$ cat src/rtl/bcd_updown_counter.sv
// NDIG-digit BCD up/down counter with parallel load, wrap pulse, zero detect and load validation.
// Optional build macro BCD_SAT_EN: saturate at the limits, with wrap reporting blocked steps.
module bcd_updown_counter #(
    parameter int NDIG = 4
) (
    input  logic              clk,
    input  logic              clr,
    input  logic              en,
    input  logic              dir,
    input  logic              load,
    input  logic [4*NDIG-1:0] load_val,
    output logic [4*NDIG-1:0] count,
    output logic              wrap,
    output logic              zero,
    output logic              load_err
);

    logic [4*NDIG-1:0] count_r;
    logic              wrap_r;
    logic              load_err_r;

    logic [4*NDIG-1:0] step_s;
    logic [NDIG:0]     carry_s;
    logic              limit_s;
    logic [4*NDIG-1:0] load_fix_s;
    logic              load_bad_s;
    logic [4*NDIG-1:0] count_nxt_s;
    logic              wrap_nxt_s;
    logic              load_err_nxt_s;

    function automatic logic [3:0] clamp_digit(input logic [3:0] d);
        if (d > 4'd9) begin
            return 4'd9;
        end else begin
            return d;
        end
    endfunction

    function automatic logic digit_invalid(input logic [3:0] d);
        return (d > 4'd9);
    endfunction

    // One BCD step: carry/borrow ripples from digit 0; a carry out of the top digit is a wrap.
    always_comb begin
        step_s     = count_r;
        carry_s    = '0;
        carry_s[0] = 1'b1;
        for (int i = 0; i < NDIG; i++) begin
            if (carry_s[i]) begin
                if (dir) begin
                    if (count_r[4*i +: 4] == 4'd9) begin
                        step_s[4*i +: 4] = 4'd0;
                        carry_s[i+1]     = 1'b1;
                    end else begin
                        step_s[4*i +: 4] = count_r[4*i +: 4] + 4'd1;
                        carry_s[i+1]     = 1'b0;
                    end
                end else begin
                    if (count_r[4*i +: 4] == 4'd0) begin
                        step_s[4*i +: 4] = 4'd9;
                        carry_s[i+1]     = 1'b1;
                    end else begin
                        step_s[4*i +: 4] = count_r[4*i +: 4] - 4'd1;
                        carry_s[i+1]     = 1'b0;
                    end
                end
            end else begin
                step_s[4*i +: 4] = count_r[4*i +: 4];
                carry_s[i+1]     = 1'b0;
            end
        end
        limit_s = carry_s[NDIG];
    end

    // Load sanitising: out-of-range digits become 9 and are flagged.
    always_comb begin
        load_fix_s = '0;
        load_bad_s = 1'b0;
        for (int i = 0; i < NDIG; i++) begin
            load_fix_s[4*i +: 4] = clamp_digit(load_val[4*i +: 4]);
            load_bad_s           = load_bad_s | digit_invalid(load_val[4*i +: 4]);
        end
    end

    // Next-state selection with load taking priority over counting.
    always_comb begin
        count_nxt_s    = count_r;
        wrap_nxt_s     = 1'b0;
        load_err_nxt_s = 1'b0;
        if (load) begin
            count_nxt_s    = load_fix_s;
            load_err_nxt_s = load_bad_s;
        end else if (en) begin
`ifdef BCD_SAT_EN
            if (limit_s) begin
                count_nxt_s = count_r;
                wrap_nxt_s  = 1'b1;
            end else begin
                count_nxt_s = step_s;
                wrap_nxt_s  = 1'b0;
            end
`else
            count_nxt_s = step_s;
            wrap_nxt_s  = limit_s;
`endif
        end else begin
            count_nxt_s = count_r;
        end
    end

    // State registers with synchronous clear.
    always_ff @(posedge clk) begin
        if (clr) begin
            count_r    <= '0;
            wrap_r     <= 1'b0;
            load_err_r <= 1'b0;
        end else begin
            count_r    <= count_nxt_s;
            wrap_r     <= wrap_nxt_s;
            load_err_r <= load_err_nxt_s;
        end
    end

    assign count    = count_r;
    assign wrap     = wrap_r;
    assign load_err = load_err_r;
    assign zero     = ~|count_r;

endmodule
$ cat config.mk
export PLATFORM = sky130hd
export DESIGN_NAME = bcd_updown_counter
export DESIGN_NICKNAME = d
export VERILOG_FILES = /design/src/rtl/bcd_updown_counter.sv
export SDC_FILE = /design/constraint.sdc
export NUM_CORES = 1
export LEC_CHECK = 0
export BUFFER_PORTS_ARGS = -buffer_cell sky130_fd_sc_hd__buf_2
export CORE_MARGIN = 5
export CORE_UTILIZATION = 30
export DETAILED_ROUTE_END_ITERATION = 7
export GPL_TIMING_DRIVEN = 0
export PLACE_DENSITY = 0.54
export SKIP_CTS_REPAIR_TIMING = 1
export SYNTH_ARGS = -nofsm -noshare
export SYNTH_HDL_FRONTEND = slang
export SYNTH_SLANG_ARGS = --single-unit
export TNS_END_PERCENT = 10
$ cat constraint.sdc
create_clock -name clk -period 4.9 [get_ports clk]
set_input_delay 1.47 -clock clk [delete_from_list [all_inputs] [get_ports clk]]
set_output_delay 1.47 -clock clk [all_outputs]
set_load 0.1 [all_outputs]
Yosys cells after proc, flatten, opt, wreduce, memory -nomap -nowiden

Cells that the tools add are included.

Bits in registers: 18
Input bits: 21
Word-level logic and storage cells: 78

Add/subtract/negate cells: 8
Magnitude comparators: 4
Equality and inequality tests: 4
Mux-type cells: 35
Bitwise operators: 6
Reductions and logical operators: 15

Operators by type and width:

| operator                                                           | count |
|---|---|
| 4-bit two-way mux                                                  | 19 |
| 16-bit two-way mux                                                 | 2 |
| 4-bit by 1-bit adder with 4-bit output, second input constant      | 4 |
| 4-bit equality test, second input constant                         | 4 |
| 4-bit greater-than comparator, second input constant               | 4 |
| 4-bit logical NOT                                                  | 4 |
| 16-bit OR reduction                                                | 1 |
| 4-bit by 1-bit subtractor with 4-bit output, second input constant | 4 |
| 1-bit two-way mux                                                  | 14 |
| 2-bit nonzero test                                                 | 4 |
| 2-bit AND reduction                                                | 3 |
| 4-bit OR reduction                                                 | 1 |
| 1-bit inverter                                                     | 3 |
| 1-bit bitwise OR                                                   | 3 |
| 2-bit OR reduction                                                 | 1 |
| 1-bit logical NOT                                                  | 1 |

Logic depth before layout (Yosys ltp)

Gate-level depths: netlist (run 1).

Depth in word-level cells: 8
Depth in mapped cells: 8

Least setup slack after synthesis (run 1)

Ideal clock, no wire load.

Kind: reg2out
Start point: reg count_r[1] (netlist: count[1])
End point: out zero
Arrival time: 4.310 ns
Data required time: 3.430 ns
Path slack: -0.880 ns
Cell stages (with the launch flop): 4
Buffers on the path: 1
Cell sequence: dfxtp_1 -> buf_6 -> or4_1 -> nor4_1

Cells in the longest elaborated chain, start to end: 2

RTL lines:

| what                   | RTL line | text |
|---|---|---|
| from (decl)            | 18       | `logic [4*NDIG-1:0] count_r;` |
| from (signal assigned) | 118      | `count_r <= count_nxt_s;` |
| 16-bit OR reduction    | 127      | `assign zero = ~\|count_r;` |
| 1-bit logical NOT      | 127      |  |
| to (decl)              | 14       | `output logic zero,` |

No other way between the ends.

Worst setup path in the final report (run 1)

Start point: reg count_r[8] (netlist: count[8])
End point: out zero

The elaborated chain is that of the path after synthesis.

==> metrics.csv, run 1 <==
stage;metric;value;unit
setup_path;reg-to-reg endpoint;count[13];
placed_design;HPWL Detailed;3.69;mm
timing;Slew Limit Headroom;0.600;
yosys;dominant synthesized flop cell;dfxtp_1;
placed_design;port bufs;36;
grt;global route overflow;0;
routing;vias per cell;5.32;
timing;Slew Viols, Final;0;
yosys;Syn Nets;245;
routing;Routed Antenna Nets;0;
clocking;TritonCTS clock tree;yes;
routing;wirelength, routed;5.05;mm
power;leakage power;0.792;nW
placed_design;Final GP Congestion;0.815;
layout;fill cell count;583;
yosys;async set-reset flop share out of synthesis;0;
grt;antenna violations before repair;0;
yosys;sequential element share of the synthesized area;0.221;
setup_path;r2r worst-path depth;7;
yosys;top cell type's share of synthesized area;0.221;
timing;clk_skew;0.00185;ns
routing;DR WL/cell;15.1;microns
layout;layout cell share with drive strength beyond 1;0.235;
timing;final hold vios;0;
floorplanning;Initial Util;0.314;
setup_path;flop2flop setup slack;3.05;ns
placed_design;dpl cell area;0.00191;sq mm
yosys;EDFF count, synth;0;
flow_run;max_cap viols;0;
setup_path;reg2reg start;count[5];
layout;most frequent cells in the layout;buf_2 (42), o21ai_0 (20), dfxtp_1 (18), nand2_1 (17), nor2_1 (16);
clocking;clk sinks;18;
timing;Worst-Margin Slew;0.601;ns
floorplanning;Die Ht;83.8;microns
yosys;post-synth cell types;62;
layout;Area Overhead vs Synth;20.1;%
routing;DRT iter0 DRCs;110;
layout;diode count;0;
layout;Nets;286;
layout;final instance area;0.00196;sq mm
timing;endpoints failing setup;0;
clocking;CTS clock-pin slew for the worst setup and hold paths;0.07;ns
layout;post-layout util;0.377;
floorplanning;core area;0.00520;sq mm
yosys;cell area after synthesis;0.00163;sq mm
routing;vias post-DR;1777;
yosys;Cells after Synth;224;
setup_path;Critical Path Source Type;register;
setup_path;worst endpoint required time;3.43;ns
yosys;yosys warns;0;
timing;Fmax achieved;0.276;GHz
hold_path;min-delay src;count[7];
hold_path;Hold Crit Endpoint;count[7];
setup_path;crit path capture type;output pin;
power;Power Density;265;mW/mm^2
grt;global-route wire length before repair;8.34;mm
grt;vias in the first global route;1622;
hold_path;Min-Delay Path Class;register to register;
layout;most common cell after layout, fill and taps aside;buf_2;
setup_path;Crit Path Class;register to output pin;
routing;DRC;0;
clocking;Root Driver;clkbuf_8;
grt;largest net degree at the start of global routing;11;
yosys;Synth area leader;dfxtp_1;
timing;final worst path period share;0.739;
timing;fin crit period;3.62;ns
floorplanning;Die Width;83.8;microns
grt;GR Util All Layers;0.144;
clocking;clock buffer depth;2;
floorplanning;die area;0.00702;sq mm
outcome;status;complete, no violations;
yosys;Avg Inst Size Synth;7.29;sq um
setup_path;crit-path max FO;10;
timing;TNS Setup;0;ns
timing;RSZ-0062 raised after global routing;no;
hold_path;worst hold stages;2;
clocking;H-Tree Depth;1;
clocking;worst-skew pair later-pin latency;0.26;ns
setup_path;CP arrival;2.15;ns
floorplanning;io pins;40;
yosys;Yosys reg bits;18;
power;worst IR drop on VDD;0.0749;mV
yosys;synth top area cells;dfxtp_1 (22%), o21ai_0 (6.1%), nand2_1 (3.9%);
clocking;cts bufs inserted;3;
routing;Pre-Repair DR Iteration Count;5;
floorplanning;Rows;26;
[area by class of cell]
cell class | count | area (sq um) | share of cell area
plain buffers | 25 | 120 | 0.0612
multi-input cells | 173 | 1130 | 0.576
repair buffers | 36 | 180 | 0.0918
flip-flops and latches | 18 | 360 | 0.184
clock buffers | 4 | 55.1 | 0.0280
inverters | 8 | 30.0 | 0.0153
well taps | 70 | 87.6 | 0.0446
[cell usage after synthesis (all sizes together), types with 5 or more instances]
cell type and count:
o21ai 20, dfxtp 18, nand2 17, nor2 16, clkbuf 15, buf 10, nand3 10, a21oi 9
nor2b 9, inv 8, nor3 8, o22ai 6, xor2 5
[sequential cells by signal, summed over array words and instances (netlist names)]
name	flops
count	16
load_err	1
wrap	1
[power by group]
part           internal, mW  switching, mW  leakage, nW
registers             0.156        0.00884        0.149
clock network        0.0716         0.0574       0.0288
logic                0.0644          0.162        0.615
[cells by family (layout without fill, tap and decap cells)]
logic type | count (synthesis) | after routing | synth area share
xor gates and xnor gates | 9 | 9 | 0.0482
muxes | 4 | 4 | 0.0253
buffers and inverters | 33 | 73 | 0.0919
and+or+nand+nor | 89 | 89 | 0.306
AOI/OAI and AO/OA | 71 | 71 | 0.308
DFF | 18 | 18 | 0.221
[worst max-delay path by stage]
stage | startpoint | end | slack [ns]
6_report | count[8] | zero | 1.28
2_1_floorplan | count[1] | zero | 0.26
3_3_place_gp | count[8] | zero | 1.58
3_5_place_dp | count[8] | zero | 1.56
5_1_grt | count[8] | zero | 1.16
4_1_cts | count[8] | zero | 1.27
[critical path, cell delays in order (launching register included)]
cell      delay [ns]
dfxtp_1         0.36
clkbuf_1        0.24
nor3_1          0.42
nand4b_1        0.19
nor4_2          0.20
buf_2           0.48
[layer usage]
metal	share of wire	global-route usage	vias to the layer above	wire length [microns]
li1	-	-	896	-
met1	0.48	0.195	837	2430
met2	0.46	0.229	33	2340
met3	0.037	0.0276	11	188
met4	0.019	0.0497	0	98
met5	0	0	-	0
[per-stage QoR]
step | hold slack (ns) | cells | setup slack [ns] | total power, mW
floorplan | 1.01 | 224 | 0.261 | 0.349
global placement | 0.615 | 330 | 1.58 | 0.393
detailed placement | 0.622 | 330 | 1.56 | 0.394
CTS | 0.644 | 334 | 1.27 | 0.522
global route | 0.700 | 334 | 1.16 | 0.549
finish | 0.636 | 334 | 1.28 | 0.520
No activity file was read; power rests on OpenSTA's default activity.
==> inputs of run 2 (changes only) <==
Clock period 4.9 ns to 3.56 ns, I/O delays scaled along.
==> metrics.csv, run 2 (synthesis results as in run 1) <==
stage;metric;value;unit;change
clocking;TritonCTS clock tree;yes;;unchanged
grt;global route overflow;0;;unchanged
setup_path;worst-path cell chain;clkbuf_1 -> nor3_1 -> nand4b_1 -> nor4_4 -> buf_2;;was clkbuf_1 -> nor3_1 -> nand4b_1 -> nor4_2 -> buf_2
clocking;cts bufs inserted;3;;unchanged
setup_path;CP max-delay cell;buf_2;;unchanged
routing;DR WL/cell;14.9;microns;was 15.1 microns
flow_run;max_cap viols;0;;unchanged
routing;Pre-Repair DR Iteration Count;4;;was 5
routing;Routed Antenna Nets;0;;unchanged
setup_path;Critical Path Source Type;register;;unchanged
setup_path;crit path capture type;output pin;;unchanged
routing;DRT iter0 DRCs;87;;was 110
clocking;worst-skew pair later-pin latency;0.26;ns;about the same
timing;fin crit period;3.30;ns;
placed_design;port bufs;36;;unchanged
timing;endpoints failing setup;0;;unchanged
clocking;H-Tree Depth;1;;unchanged
grt;GR Util All Layers;0.144;;about the same
grt;vias in the first global route;1677;;was 1622
grt;antenna violations before repair;0;;unchanged
clocking;Root Driver;clkbuf_8;;unchanged
grt;largest net degree at the start of global routing;11;;unchanged
floorplanning;io pins;40;;unchanged
power;worst IR drop on VDD;0.115;mV;was 0.0749 mV
setup_path;CP arrival;2.23;ns;was 2.15 ns
layout;post-layout util;0.377;;about the same
layout;Nets;286;;unchanged
timing;RSZ-0062 raised after global routing;no;;unchanged
setup_path;Crit Path Class;register to output pin;;unchanged
routing;wirelength, routed;4.97;mm;was 5.05 mm
layout;multi-input logic area;0.00114;sq mm;was 0.00113 sq mm
timing;Slew Viols, Final;0;;unchanged
floorplanning;Die Ht;83.8;microns;unchanged
layout;layout cell share with drive strength beyond 1;0.243;;was 0.235
layout;Register Area;364;sq um;was 360 sq um
timing;Slew Limit Headroom;0.614;;was 0.600
power;Power Density;352;mW/mm^2;was 265 mW/mm^2
routing;vias post-DR;1730;;was 1777
power;Total Power;691;uW;was 520 uW
layout;most frequent cells in the layout;buf_2 (42), o21ai_0 (20), nand2_1 (17), nor2_1 (16);;was buf_2 (42), o21ai_0 (20), dfxtp_1 (18), nand2_1 (17), nor2_1 (16)
layout;most common cell after layout, fill and taps aside;buf_2;;unchanged
setup_path;crit-path max FO;10;;unchanged
layout;Largest register FFs;16;;unchanged
layout;final instance area;0.00196;sq mm;about the same
floorplanning;Initial Util;0.314;;unchanged
hold_path;Min-Delay Path Class;register to register;;unchanged
routing;vias per cell;5.20;;was 5.32
floorplanning;Die Width;83.8;microns;unchanged
timing;TNS Setup;0;ns;unchanged
grt;global-route wire length before repair;8.38;mm;was 8.34 mm
layout;Area Overhead vs Synth;20.1;%;about the same
floorplanning;Rows;26;;unchanged
layout;diode count;0;;unchanged
routing;DRC;0;;unchanged
timing;Worst-Margin Slew;0.578;ns;was 0.601 ns
clocking;clk sinks;18;;unchanged
floorplanning;die area;0.00702;sq mm;unchanged
clocking;CTS clock-pin slew for the worst setup and hold paths;0.08;ns;was 0.07 ns
timing;hold_ws;0.642;ns;was 0.636 ns
layout;fill cell count;573;;was 583
placed_design;Final GP Congestion;0.835;;was 0.815
setup_path;CP peak stage delay;0.47;ns;was 0.48 ns
floorplanning;core area;0.00520;sq mm;unchanged
timing;final hold vios;0;;unchanged
clocking;clock buffer depth;2;;unchanged
timing;clk_skew;0.00804;ns;was 0.00185 ns
outcome;status;complete, no violations;;unchanged
power;leakage power;0.787;nW;was 0.792 nW
timing;Fmax achieved;0.303;GHz;
setup_path;worst endpoint required time;2.49;ns;was 3.43 ns
placed_design;dpl cell area;0.00192;sq mm;was 0.00191 sq mm
placed_design;HPWL Detailed;3.73;mm;was 3.69 mm
timing;final worst path period share;0.926;;
-- run 2: worst paths after layout --
path | start | to | slack (ns) | cells past startpoint
worst max-delay path | count[9] | zero | 0.26 | 5
worst min-delay path | count[7] | count[7] | 0.64 | 2
worst max register to register | count[5] | count[13] | 1.68 | 7
worst min register to register | count[7] | count[7] | 0.64 | 2
-- run 2: final cells by class --
type                    count  share of cell area
repair buffers             36              0.0918
inverters                   8              0.0153
well taps                  70              0.0446
clock buffers               3              0.0210
flip-flops and latches     18               0.186
multi-input cells         173               0.580
plain buffers              25              0.0612
-- run 2: stage by stage --
| step | setup slack, ns | instances |
|---|---|---|
| CTS | 0.270 | 333 |
| detailed placement | 0.561 | 330 |
| global placement | 0.550 | 330 |
| global route | 0.170 | 333 |
| finish | 0.262 | 333 |
| floorplan | 0.0139 | 224 |
-- run 2: worst max-delay path, delay by kind of cell (launching register included) --
| kind | cells | cell delay [ns] |
|---|---|---|
| flip-flops | 1 | 0.32 |
| buffers and inverters | 2 | 0.71 |
| AND/OR/NAND/NOR | 3 | 0.94 |
-- run 2: power by group --
group | internal (mW) | switching [mW] | total, mW
sequential | 0.216 | 0.0119 | 0.228
clock | 0.0755 | 0.0761 | 0.152
combinational | 0.0892 | 0.223 | 0.312
total | 0.380 | 0.311 | 0.691
-- run 2: metal layers --
layer  routed length, microns  global-route usage  up-vias
li1                         -                   -      895
met1                     2420               0.194      795
met2                     2310               0.234       35
met3                      178              0.0217        5
met4                       60              0.0439        0
met5                        0                   0        -
==> inputs of run 3 (changes only) <==
Settings changed: ABC_AREA set to 1.
Clock period 3.56 ns to 3.4 ns, I/O delays scaled along.
==> metrics.csv, run 3 <==
stage;metric;value;unit;change
yosys;Synth area leader;dfxtp_1;;unchanged
layout;Register Area;360;sq um;was 364 sq um
layout;diode count;0;;unchanged
setup_path;CP max-delay cell;buf_2;;unchanged
routing;Routed Antenna Nets;0;;unchanged
grt;GRT Max-Usage Layer;met2;;unchanged
setup_path;crit path to;zero;;unchanged
timing;final hold vios;0;;unchanged
clocking;Root Driver;clkbuf_8;;unchanged
yosys;Cells after Synth;292;;was 224
setup_path;CP peak stage delay;0.47;ns;about the same
yosys;cell area after synthesis;0.00160;sq mm;was 0.00163 sq mm
timing;fin crit period;2.79;ns;
timing;TNS Setup;0;ns;unchanged
floorplanning;core area;0.00514;sq mm;was 0.00520 sq mm
layout;Nets;355;;was 286
yosys;synth top area cells;dfxtp_1 (22%), nand2_1 (21%), nand3_1 (12%);;was dfxtp_1 (22%), o21ai_0 (6.1%), nand2_1 (3.9%)
setup_path;worst endpoint required time;2.38;ns;was 2.49 ns
timing;Slew Viols, Final;0;;unchanged
routing;DRC;0;;unchanged
floorplanning;Die Ht;83.1;microns;was 83.8 microns
hold_path;Min-Delay Path Class;register to register;;unchanged
power;worst IR drop on VDD;0.199;mV;was 0.115 mV
floorplanning;Rows;26;;unchanged
outcome;status;complete, no violations;;unchanged
yosys;yosys warns;0;;unchanged
timing;RSZ-0062 raised after global routing;no;;unchanged
grt;antenna violations before repair;0;;unchanged
timing;Slew Limit Headroom;0.669;;was 0.614
layout;Area Overhead vs Synth;21.4;%;was 20.1%
setup_path;Critical Path Source Type;register;;unchanged
placed_design;Final GP Congestion;0.827;;was 0.835
clocking;worst-skew pair later-pin latency;0.27;ns;was 0.26 ns
layout;multi-input logic area;0.00108;sq mm;was 0.00114 sq mm
grt;GR Util All Layers;0.147;;was 0.144
layout;most common cell after layout, fill and taps aside;nand2_1;;was buf_2
yosys;dominant synthesized flop cell;dfxtp_1;;unchanged
clocking;clk sinks;18;;unchanged
routing;vias post-DR;1909;;was 1730
setup_path;Crit Path Class;register to output pin;;unchanged
yosys;top cell type's share of synthesized area;0.225;;was 0.221
floorplanning;Die Width;83.1;microns;was 83.8 microns
timing;Fmax achieved;0.359;GHz;
clocking;CTS clock-pin slew for the worst setup and hold paths;0.08;ns;about the same
yosys;post-synth cell types;27;;was 62
yosys;Syn Nets;313;;was 245
placed_design;HPWL Detailed;3.89;mm;was 3.73 mm
layout;layout cell share with drive strength beyond 1;0.204;;was 0.243
floorplanning;io pins;40;;unchanged
hold_path;worst hold stages;2;;unchanged
routing;DRT iter0 DRCs;105;;was 87
grt;M2 GR Usage;0.254;;was 0.234
setup_path;flop2flop setup slack;1.93;ns;was 1.68 ns
routing;Pre-Repair DR Iteration Count;4;;unchanged
timing;final worst path period share;0.820;;
grt;global-route wire length before repair;8.48;mm;was 8.38 mm
grt;global route overflow;0;;unchanged
power;Total Power;814;uW;was 691 uW
power;leakage power;1.05;nW;was 0.787 nW
clocking;H-Tree Depth;1;;unchanged
setup_path;crit-path max FO;6;;was 10
setup_path;CP arrival;1.77;ns;was 2.23 ns
routing;DR WL/cell;12.4;microns;was 14.9 microns
yosys;Yosys reg bits;18;;unchanged
setup_path;Stages on worst setup path;4;;was 5
setup_path;reg2reg start;count[8];;was count[5]
flow_run;max_cap viols;0;;unchanged
timing;Worst-Margin Slew;0.496;ns;was 0.578 ns
routing;wirelength, routed;5.00;mm;was 4.97 mm
timing;clk_skew;0.00584;ns;was 0.00804 ns
grt;largest net degree at the start of global routing;11;;unchanged
setup_path;reg-to-reg endpoint;count[14];;was count[13]
clocking;TritonCTS clock tree;yes;;unchanged
yosys;sequential element share of the synthesized area;0.225;;was 0.221
yosys;most frequent cells after synthesis;nand2_1 (90), nor2_1 (43), nand3_1 (39);;was o21ai_0 (20), dfxtp_1 (18), nand2_1 (17)
setup_path;Top delay family on crit path;simple AND/OR/NAND/NOR gates;;unchanged
layout;Largest register FFs;16;;unchanged
yosys;cell with the most instances after synthesis;nand2_1;;was o21ai_0
yosys;Avg Inst Size Synth;5.49;sq um;was 7.29 sq um
layout;most frequent cells in the layout;nand2_1 (90), nor2_1 (43), buf_2 (43), nand3_1 (39), inv_1 (27);;was buf_2 (42), o21ai_0 (20), nand2_1 (17), nor2_1 (16)
setup_path;worst-path cell chain;nor2_2 -> nand2_2 -> nor4_4 -> buf_2;;was clkbuf_1 -> nor3_1 -> nand4b_1 -> nor4_4 -> buf_2
yosys;async set-reset flop share out of synthesis;0;;unchanged
clocking;cts bufs inserted;3;;unchanged
setup_path;Critical Path Start;count[1];;was count[9]
clocking;clock buffer depth;2;;unchanged
layout;fill cell count;623;;was 573
placed_design;port bufs;37;;was 36
setup_path;crit path capture type;output pin;;unchanged
power;Power Density;418;mW/mm^2;was 352 mW/mm^2
setup_path;worst path bufs/invs;1;;was 2
setup_path;r2r worst-path depth;8;;was 7
grt;M1 GR Usage;0.184;;was 0.194
floorplanning;die area;0.00690;sq mm;was 0.00702 sq mm
floorplanning;Initial Util;0.312;;was 0.314
timing;endpoints failing setup;0;;unchanged
yosys;EDFF count, synth;0;;unchanged
grt;grt met3 use;0.0228;;was 0.0217
routing;vias per cell;4.74;;was 5.20
grt;vias in the first global route;1825;;was 1677
## run 3: cell types whose count changed after synthesis, moves of 10 or more
cell | previous run | this run
nand2_1 | 17 | 90
inv_1 | 8 | 27
a21oi_1 | 8 | 18
clkbuf_1 | 15 | 1
nor2_1 | 16 | 43
nand3_1 | 10 | 39
## run 3: worst min-delay path: cells and delay by family (launching register included)
family,cells,cell delay [ns]
compound gates,1,0.06
flops,1,0.37
simple gates,1,0.08
## run 3: worst min-delay path by stage
stage / startpoint / end / slack (ns)
5_1_grt: count[14] / count[14] / 0.58
3_5_place_dp: count[0] / count[0] / 0.54
3_3_place_gp: count[14] / count[14] / 0.54
6_report: count[0] / count[0] / 0.56
2_1_floorplan: count[0] / count[0] / 0.95
4_1_cts: count[0] / count[0] / 0.56
## run 3: metal layers
layer / share of wire / wire, microns / up-vias
li1: - / - / 1027
met1: 0.48 / 2380 / 841
met2: 0.48 / 2380 / 32
met3: 0.028 / 138 / 9
met4: 0.019 / 93 / 0
met5: 0 / 0 / -
## run 3: cell families after synthesis
logic type | after synthesis | synth area share
simple gates | 192 | 0.523
compound gates | 42 | 0.144
buf+inv | 40 | 0.108
flops | 18 | 0.225
## run 3: per-stage QoR
step	instances	utilization	instance area [sq um]	hold WS, ns	setup slack (ns)
2_1_floorplan	292	-	1620	0.945	0.114
3_3_place_gp	399	0.368	1890	0.541	0.899
3_5_place_dp	399	0.368	1890	0.544	0.920
4_1_cts	403	0.379	1950	0.558	0.606
5_1_grt	403	0.379	1950	0.582	0.485
6_report	403	0.379	1950	0.557	0.612
## run 3: power breakdown
group	switching (mW)	internal, mW	total, mW
Combinational	0.274	0.0919	0.366
Clock	0.0880	0.103	0.191
Sequential	0.0280	0.228	0.256
Total	0.390	0.424	0.814
## run 3: cell type report
cell class                 count  share of cell area
clock buffer                   4              0.0283
sequential                    18               0.185
timing repair buffer          37              0.0952
inverter                      30              0.0579
tap                           70              0.0450
buffer                        10              0.0309
multi-input combinational    234               0.558
